[config.mk]
export PLATFORM = sky130hd
export DESIGN_NAME = chunk_row_looper
export DESIGN_NICKNAME = d
export VERILOG_FILES = /design/src/rtl/chunk_row_looper_pkg.sv /design/src/rtl/chunk_row_looper_nd_row_counter.sv /design/src/rtl/chunk_row_looper.sv
export SDC_FILE = /design/constraint.sdc
export NUM_CORES = 2
export LEC_CHECK = 0
export BUFFER_PORTS_ARGS = -buffer_cell sky130_fd_sc_hd__buf_2
export CAP_MARGIN = 20
export CORE_UTILIZATION = 40
export CTS_CLUSTER_SIZE = 30
export DETAILED_ROUTE_END_ITERATION = 7
export GPL_TIMING_DRIVEN = 0
export PLACE_DENSITY = 0.68
export SLEW_MARGIN = 20
export SYNTH_ARGS = -nofsm -noshare
export SYNTH_HDL_FRONTEND = slang
export SYNTH_HIERARCHICAL = 1
export SYNTH_SLANG_ARGS = --single-unit
[constraint.sdc]
create_clock -name i_clk -period 17.1 [get_ports i_clk]
set_clock_uncertainty 0.1 [all_clocks]
set_input_delay 1.71 -clock i_clk [delete_from_list [all_inputs] [get_ports i_clk]]
set_output_delay 1.71 -clock i_clk [all_outputs]
set_load 0.01 [all_outputs]
[src/rtl/chunk_row_looper_pkg.sv]
// -----------------------------------------------------------------------------
// chunk_row_looper_pkg
//   Shared configuration for the chunk row looper: memory dimensionality,
//   number of input configurations, datapath widths, the FSM state type and
//   small helpers used by the looper and its row counter.
//
//   Optional feature macro used by the looper: CHUNK_ROW_CLIP_EN
//   (clip rows against i_mbound; undefined = no clipping).
// -----------------------------------------------------------------------------
package chunk_row_looper_pkg;

    localparam int DIM            = 3;   // dim DIM-1 is innermost/contiguous
    localparam int N_ICFG         = 2;
    localparam int WORK_BW        = 16;
    localparam int GLOBAL_ADDR_BW = 32;

    localparam int WBW     = WORK_BW;
    localparam int GBW     = GLOBAL_ADDR_BW;
    localparam int ICFG_BW = $clog2(N_ICFG + 1);
    localparam int NDIG    = DIM - 1;    // counted (outer) dimensions

    typedef enum logic [0:0] {
        IDLE = 1'b0,
        RUN  = 1'b1
    } state_e;

    // A zero extent means "one element" along that dimension.
    function automatic logic [WBW-1:0] shape_eff(input logic [WBW-1:0] s);
        return (s == '0) ? WBW'(1) : s;
    endfunction

    // Offsets are two's complement; widen them to address width.
    function automatic logic [GBW-1:0] sext(input logic [WBW-1:0] v);
        return {{(GBW-WBW){v[WBW-1]}}, v};
    endfunction

endpackage

[src/rtl/chunk_row_looper_nd_row_counter.sv]
// -----------------------------------------------------------------------------
// nd_row_counter
//   Mixed-radix counter with NDIG digits. Digit NDIG-1 is the fastest, digit 0
//   the slowest. Each digit wraps to 0 after reaching its limit and carries
//   into the next-outer digit.
//
//   Ports
//     i_clk, i_rst    clock, asynchronous active-high reset
//     i_clear         force all digits to 0 next cycle (has priority)
//     i_advance       step the counter by one row
//     i_limit         per-digit last value (extent-1), digit d at [d*WBW +: WBW]
//     o_cnt_nxt       next-cycle counter value (same packing as i_limit)
//     o_islast_nxt    next-cycle value has every digit at its limit
//     o_carry         advancing from the final combination (wraps to all 0)
// -----------------------------------------------------------------------------
module nd_row_counter
    import chunk_row_looper_pkg::*;
(
    input  logic                 i_clk,
    input  logic                 i_rst,
    input  logic                 i_clear,
    input  logic                 i_advance,
    input  logic [NDIG*WBW-1:0]  i_limit,
    output logic [NDIG*WBW-1:0]  o_cnt_nxt,
    output logic                 o_islast_nxt,
    output logic                 o_carry
);

    logic [NDIG-1:0][WBW-1:0] lim;
    logic [NDIG-1:0][WBW-1:0] cnt_q;
    logic [NDIG-1:0][WBW-1:0] cnt_d;
    logic                     at_limit;
    logic                     ripple;

    assign lim = i_limit;

    always_comb begin
        at_limit = 1'b1;
        for (int d = 0; d < NDIG; d++) begin
            if (cnt_q[d] != lim[d]) at_limit = 1'b0;
        end
    end

    // Ripple increment from the fastest digit outward.
    always_comb begin
        cnt_d  = cnt_q;
        ripple = 1'b1;
        if (i_clear) begin
            cnt_d = '0;
        end else if (i_advance) begin
            for (int d = NDIG - 1; d >= 0; d--) begin
                if (ripple) begin
                    if (cnt_q[d] >= lim[d]) begin
                        cnt_d[d] = '0;
                    end else begin
                        cnt_d[d] = cnt_q[d] + WBW'(1);
                        ripple   = 1'b0;
                    end
                end
            end
        end
    end

    always_comb begin
        o_islast_nxt = 1'b1;
        for (int d = 0; d < NDIG; d++) begin
            if (cnt_d[d] != lim[d]) o_islast_nxt = 1'b0;
        end
    end

    assign o_cnt_nxt = cnt_d;
    assign o_carry   = i_advance && at_limit;

    always_ff @(posedge i_clk or posedge i_rst) begin
        if (i_rst) begin
            cnt_q <= '0;
        end else begin
            cnt_q <= cnt_d;
        end
    end

endmodule

[src/rtl/chunk_row_looper.sv]
// -----------------------------------------------------------------------------
// chunk_row_looper
//   Takes one chunk origin (offset per dim + config id) per input handshake and
//   emits one row request (global start address, burst length) per output
//   handshake, walking every combination of the outer dims. The innermost
//   extent is the burst length.
//
//   Optional feature: define CHUNK_ROW_CLIP_EN to clip rows against i_mbound
//   (outer coordinate out of range -> len 0; inner span clipped to [0,bound)).
//   Default build ignores i_mbound.
//
//   Handshake: a transfer happens in a cycle with rdy && ack; rdy never
//   depends combinationally on ack, ack may depend on rdy.
//
//   Ports
//     i_clk, i_rst      clock, asynchronous active-high reset
//     i_mofs_rdy/ack    chunk origin handshake
//     i_mofs            per-dim signed origin, dim d at [d*WBW +: WBW]
//     i_id              config index
//     i_mlinear         base address per config, cfg c at [c*GBW +: GBW]
//     i_mstride         stride, (cfg c, dim d) at [(c*DIM+d)*GBW +: GBW]
//     i_mshape          extent, (cfg c, dim d) at [(c*DIM+d)*WBW +: WBW]
//     i_mbound          array size, same packing as i_mshape
//     o_row_rdy/ack     row request handshake
//     o_addr, o_len     row start address, row length in elements
//     o_id, o_islast    config id of the chunk, final row of the chunk
// -----------------------------------------------------------------------------
module chunk_row_looper
    import chunk_row_looper_pkg::*;
(
    input  logic                        i_clk,
    input  logic                        i_rst,
    input  logic                        i_mofs_rdy,
    output logic                        i_mofs_ack,
    input  logic [DIM*WBW-1:0]          i_mofs,
    input  logic [ICFG_BW-1:0]          i_id,
    input  logic [N_ICFG*GBW-1:0]       i_mlinear,
    input  logic [N_ICFG*DIM*GBW-1:0]   i_mstride,
    input  logic [N_ICFG*DIM*WBW-1:0]   i_mshape,
    input  logic [N_ICFG*DIM*WBW-1:0]   i_mbound,
    output logic                        o_row_rdy,
    input  logic                        o_row_ack,
    output logic [GBW-1:0]              o_addr,
    output logic [WBW-1:0]              o_len,
    output logic [ICFG_BW-1:0]          o_id,
    output logic                        o_islast
);

    state_e                   state_q, state_d;
    logic [DIM-1:0][WBW-1:0]  mofs_q, mofs_d;
    logic [ICFG_BW-1:0]       id_q, id_d;
    logic                     row_rdy_q, row_rdy_d;
    logic [GBW-1:0]           addr_q, addr_d;
    logic [WBW-1:0]           len_q, len_d;
    logic [ICFG_BW-1:0]       oid_q, oid_d;
    logic                     islast_q, islast_d;

    logic                     mofs_ack;
    logic                     row_fire;

    // Config selected by the id that will be current next cycle.
    logic [GBW-1:0]           lin_sel;
    logic [DIM-1:0][GBW-1:0]  stride_sel;
    logic [DIM-1:0][WBW-1:0]  shape_sel;
`ifdef CHUNK_ROW_CLIP_EN
    logic [DIM-1:0][WBW-1:0]  bound_sel;
`else
    logic                     mbound_unused;
`endif

    logic [NDIG-1:0][WBW-1:0] lim;
    logic [NDIG-1:0][WBW-1:0] cnt_nxt;
    logic                     islast_nxt;
    logic                     chunk_done;

    logic [GBW-1:0]           coord_v;
    logic [GBW-1:0]           acc_v;
    logic [GBW-1:0]           lo_v;
    logic [GBW-1:0]           clo_v;
    logic [WBW-1:0]           len_full;
    logic [WBW-1:0]           len_calc;
    logic [GBW-1:0]           addr_calc;
`ifdef CHUNK_ROW_CLIP_EN
    logic [GBW-1:0]           hi_v;
    logic [GBW-1:0]           chi_v;
    logic                     oob_v;
`endif

    // ---------------------------------------------------------------- handshake
    assign row_fire = row_rdy_q && o_row_ack;

    // In RUN a new chunk is taken only as the last row leaves, so chunks
    // follow each other without a bubble.
    always_comb begin
        if (state_q == IDLE) begin
            mofs_ack = i_mofs_rdy;
        end else begin
            mofs_ack = i_mofs_rdy && o_row_ack && islast_q;
        end
    end

    assign i_mofs_ack = mofs_ack;

    always_comb begin
        state_d = state_q;
        mofs_d  = mofs_q;
        id_d    = id_q;
        if (mofs_ack) begin
            state_d = RUN;
            mofs_d  = i_mofs;
            id_d    = i_id;
        end else if (chunk_done) begin
            state_d = IDLE;
        end
    end

    // ---------------------------------------------------------------- config mux
    always_comb begin
        lin_sel    = '0;
        stride_sel = '0;
        shape_sel  = '0;
`ifdef CHUNK_ROW_CLIP_EN
        bound_sel  = '0;
`endif
        for (int c = 0; c < N_ICFG; c++) begin
            if (id_d == ICFG_BW'(c)) begin
                lin_sel = i_mlinear[c*GBW +: GBW];
                for (int d = 0; d < DIM; d++) begin
                    stride_sel[d] = i_mstride[(c*DIM+d)*GBW +: GBW];
                    shape_sel[d]  = i_mshape[(c*DIM+d)*WBW +: WBW];
`ifdef CHUNK_ROW_CLIP_EN
                    bound_sel[d]  = i_mbound[(c*DIM+d)*WBW +: WBW];
`endif
                end
            end
        end
    end

`ifndef CHUNK_ROW_CLIP_EN
    assign mbound_unused = ^i_mbound;
`endif

    always_comb begin
        for (int d = 0; d < NDIG; d++) begin
            lim[d] = shape_eff(shape_sel[d]) - WBW'(1);
        end
    end

    // ---------------------------------------------------------------- counter
    nd_row_counter u_cnt (
        .i_clk        (i_clk),
        .i_rst        (i_rst),
        .i_clear      (mofs_ack),
        .i_advance    (row_fire),
        .i_limit      (lim),
        .o_cnt_nxt    (cnt_nxt),
        .o_islast_nxt (islast_nxt),
        .o_carry      (chunk_done)
    );

    // ---------------------------------------------------------------- address
    // Address of the row the counter will hold next cycle; all arithmetic
    // wraps mod 2^GBW, so signed offsets just need sign extension.
    always_comb begin
        acc_v   = lin_sel;
        coord_v = '0;
`ifdef CHUNK_ROW_CLIP_EN
        oob_v   = 1'b0;
`endif
        for (int d = 0; d < NDIG; d++) begin
            coord_v = sext(mofs_d[d]) + GBW'(cnt_nxt[d]);
            acc_v   = acc_v + coord_v * stride_sel[d];
`ifdef CHUNK_ROW_CLIP_EN
            if ($signed(coord_v) < 0 ||
                $signed(coord_v) >= $signed(GBW'(bound_sel[d]))) begin
                oob_v = 1'b1;
            end
`endif
        end

        len_full = shape_eff(shape_sel[DIM-1]);
        lo_v     = sext(mofs_d[DIM-1]);
`ifdef CHUNK_ROW_CLIP_EN
        // Clip [lo, lo+len) to [0, bound); an out-of-range outer coordinate
        // still produces a row so the row count stays fixed.
        hi_v  = lo_v + GBW'(len_full);
        clo_v = ($signed(lo_v) < 0) ? '0 : lo_v;
        chi_v = ($signed(hi_v) > $signed(GBW'(bound_sel[DIM-1])))
                ? GBW'(bound_sel[DIM-1]) : hi_v;
        if (!oob_v && ($signed(chi_v) > $signed(clo_v))) begin
            len_calc = WBW'(chi_v - clo_v);
        end else begin
            len_calc = '0;
        end
`else
        clo_v    = lo_v;
        len_calc = len_full;
`endif
        addr_calc = acc_v + clo_v * stride_sel[DIM-1];
    end

    // ---------------------------------------------------------------- outputs
    always_comb begin
        row_rdy_d = 1'b0;
        addr_d    = addr_q;
        len_d     = len_q;
        oid_d     = oid_q;
        islast_d  = islast_q;
        if (state_d == RUN) begin
            row_rdy_d = 1'b1;
            addr_d    = addr_calc;
            len_d     = len_calc;
            oid_d     = id_d;
            islast_d  = islast_nxt;
        end
    end

    always_ff @(posedge i_clk or posedge i_rst) begin
        if (i_rst) begin
            state_q   <= IDLE;
            mofs_q    <= '0;
            id_q      <= '0;
            row_rdy_q <= 1'b0;
            addr_q    <= '0;
            len_q     <= '0;
            oid_q     <= '0;
            islast_q  <= 1'b0;
        end else begin
            state_q   <= state_d;
            mofs_q    <= mofs_d;
            id_q      <= id_d;
            row_rdy_q <= row_rdy_d;
            addr_q    <= addr_d;
            len_q     <= len_d;
            oid_q     <= oid_d;
            islast_q  <= islast_d;
        end
    end

    assign o_row_rdy = row_rdy_q;
    assign o_addr    = addr_q;
    assign o_len     = len_q;
    assign o_id      = oid_q;
    assign o_islast  = islast_q;

endmodule

==> results.yml <==
min_path:
  min_path_cells: 2
  worst_hold_path_type: "reg2reg"
final_layout:
  utilization: 0.4764
  layout_common_cells: "inv_1, nand2_1, fa_1"
  instances_no_fill: 8202
  layout-drive-gt1-share: 0.1549
  finalInstanceArea_mm2: 0.05829
  area_growth_pct: 17.51
  final_common_cell: "inv_1"
  fillers: 12056
  multiInputGateArea_mm2: 0.04209
  regArea_mm2: 0.003353
  nNetsFinal: 8459
setup_path:
  worst_path_most_repeated_cell: "fa_1"
  critPathMaxFanout: 9
  max_stage_delay_ps: 600
  start_kind: "primary input"
  rrSetupSlack_ps: 900
  slowest_stage: "fa_2"
  required_ps: 17410
  end_kind: "register"
  reg2reg_depth: 66
  path_class: "in2reg"
  cp.arrival_ps: 17180
sta:
  finalHoldViolCount: 0
  worst_slew_pin_slew_ps: 1308
  rsz0062_at_grt: "true"
  fmax_mhz: 59.30
  max_slew_margin: 0.1277
  hold_ws_ps: 367.4
  finalCritPeriodShare: 0.9861
  setup_viol: 0
  maxSlewViolCount: 0
  min_period_ps: 16860
clock_network:
  cts_hold_buf: 0
  cts_tree: "done"
  cts_htree_levels: 4
  clkSinkCount: 134
  clk_pin_slew_worst_paths_ps: 100
  cts_made_buffers: 17
  clock_latency_ps: 540
  cts_max_path_buffers: 2
  cts_root_buf: "clkbuf_16"
die:
  die_w_um: 354.2
  num_rows: 128
  ios: 555
  fp.dieH_um: 354.2
  initial_core_util: 0.4054
  coreArea_mm2: 0.1224
  die_area_mm2: 0.1254
synthesis:
  ys_top_cells_by_area: "fa_1, inv_1, nand2_1, ha_1, dfrtp_1"
  synth_top_area_cell: "fa_1"
  avgSynthCellArea_um2: 8.423
  synth_cell_types: 93
  synth-edff-count: 0
  synth_area_mm2: 0.04961
  yosys_warnings: 6
  synth_top_area_share: 0.4495
  syn_inst: 5890
  ys_ff_latch: 134
  yosysSeqAreaShare: 0.06759
  synth_nets: 7795
  synth-async-reset-ratio: 1.000
  synth_ff_type: "dfrtp_1"
global_route:
  grt_usage: 0.3557
  grt.overflow.total: 0
  grt_pass1_vias: 46318
  grt.busiest_layer: "met2"
  grt_util_met2: 0.5549
  grtUsageMet1: 0.4507
  grt_max_degree: 84
  antenna_found_initial: 15
  grt_pass1_wl_mm: 317.2
  grt.met3_usage: 0.09985
route:
  wl_per_cell_um: 27.06
  routed_wirelength_mm: 221.9
  drcViolationCount: 0
  first_pass_iters: 6
  initialDrtViolationCount: 4685
  num_vias: 44881
  ant_nets: 0
  avgViaCountPerCell: 5.472
status:
  status: "finished clean"
placement:
  io_buffers: 458
  post_dp_cell_area_mm2: 0.05436
  place_hpwl_mm: 191.7
  gp_congestion: 1.037
  placed_cells: 7990
job:
  cap_violations: 0
path summary, 6_finish.rpt:
| check | from | to |
|---|---|---|
| worst max-delay path | i_mofs_rdy | o_addr[31] |
| worst min-delay path | o_addr[1] | o_addr[1] |
| worst max register to register | o_row_rdy | o_addr[31] |
| worst min register to register | o_addr[1] | o_addr[1] |
| max in group asynchronous | i_rst | o_addr[25] |
| min in group asynchronous | i_rst | mofs_q[2] |
cells in the mapped netlist (all sizes together), types with 4 or more instances:
master   instances
mux2i           52
nand2b          35
fa            1114
o21a             8
or3             15
and3            17
mux2            17
a41oi            4
a221oi           4
clkbuf         192
a21boi           4
xnor3            9
a22oi            8
o32ai            5
o32a             4
o2111ai          4
a211oi          11
a311o            4
buf             57
inv           1239
xnor2          144
dfrtp          134
o211ai           4
a31o             6
and2           104
o21bai          14
xor2            56
nor3b            4
o311ai           7
nand2         1206
or4              6
nor2b           16
nand3           48
nor3            51
nor4            27
nor2           506
a32oi            6
a21o            75
or2              6
nand4           31
a31oi           15
ha             289
o21ai           69
a21oi          219
stage by stage:
step,setup slack (ps),TNS [ps]
final,237.9,0
after floorplan,21.87,0
after detailed placement,-6672,-120660
after CTS,1.039,0
after global routing,-219.0,-219.0
after global placement,-8032,-147710
sequential cells by signal, summed over array words and instances, names as in the netlist:
| signal | flops |
|---|---|
| id_q | 2 |
| mofs_q | 48 |
| o_addr | 32 |
| o_id | 2 |
| o_islast | 1 |
| o_len | 16 |
| o_row_rdy | 1 |
| u_cnt/cnt_q | 32 |
cells by family (layout without fill, tap and decap cells):
family                     after synthesis  after routing  synth area share
xor gates and xnor gates               210            210           0.04020
adders and majority gates             1403           1403            0.5224
buffers and inverters                 1489           2166            0.1143
muxes                                   69             69           0.01521
DFF                                    134            134           0.06759
AOI/OAI and AO/OA                      505            505           0.06457
other                                    0             10                 0
and+or+nand+nor                       2080           2080            0.1757
worst max-delay path: cells and delay by family:
kind | cells | cell delay, ps
buf+inv | 11 | 1390
fa+ha+maj | 12 | 5410
simple gates | 17 | 2950
xor+xnor | 15 | 3000
compound gates | 13 | 2650
layer usage:
| layer | wire length [um] | share of wire |
|---|---|---|
| met4 | 13300 | 0.060 |
| met5 | 175 | 0.00079 |
| met2 | 98880 | 0.45 |
| met3 | 25500 | 0.11 |
| met1 | 84080 | 0.38 |
repair_timing:
item | in CTS | in global routing
cloned | 0 | 3
setup buffers | 106 | 76
pin swaps | 58 | 94
endpoints found under the setup margin | 28 | 11
gates resized for setup | 274 | 173
cell type report:
| class | count | area share |
|---|---|---|
| Tap cell | 1625 | 0.03488 |
| Antenna cell | 10 | 0.0004293 |
| Multi-Input combinational cell | 4267 | 0.7220 |
| Sequential cell | 134 | 0.05752 |
| Timing Repair Buffer | 659 | 0.07004 |
| Clock buffer | 21 | 0.007727 |
| Inverter | 1240 | 0.08032 |
| Clock inverter | 11 | 0.002554 |
| Buffer | 235 | 0.02458 |
Power is left out: the tool's default activity adds up to more than one toggle a clock period on the data nets, which glitch-free logic cannot reach.
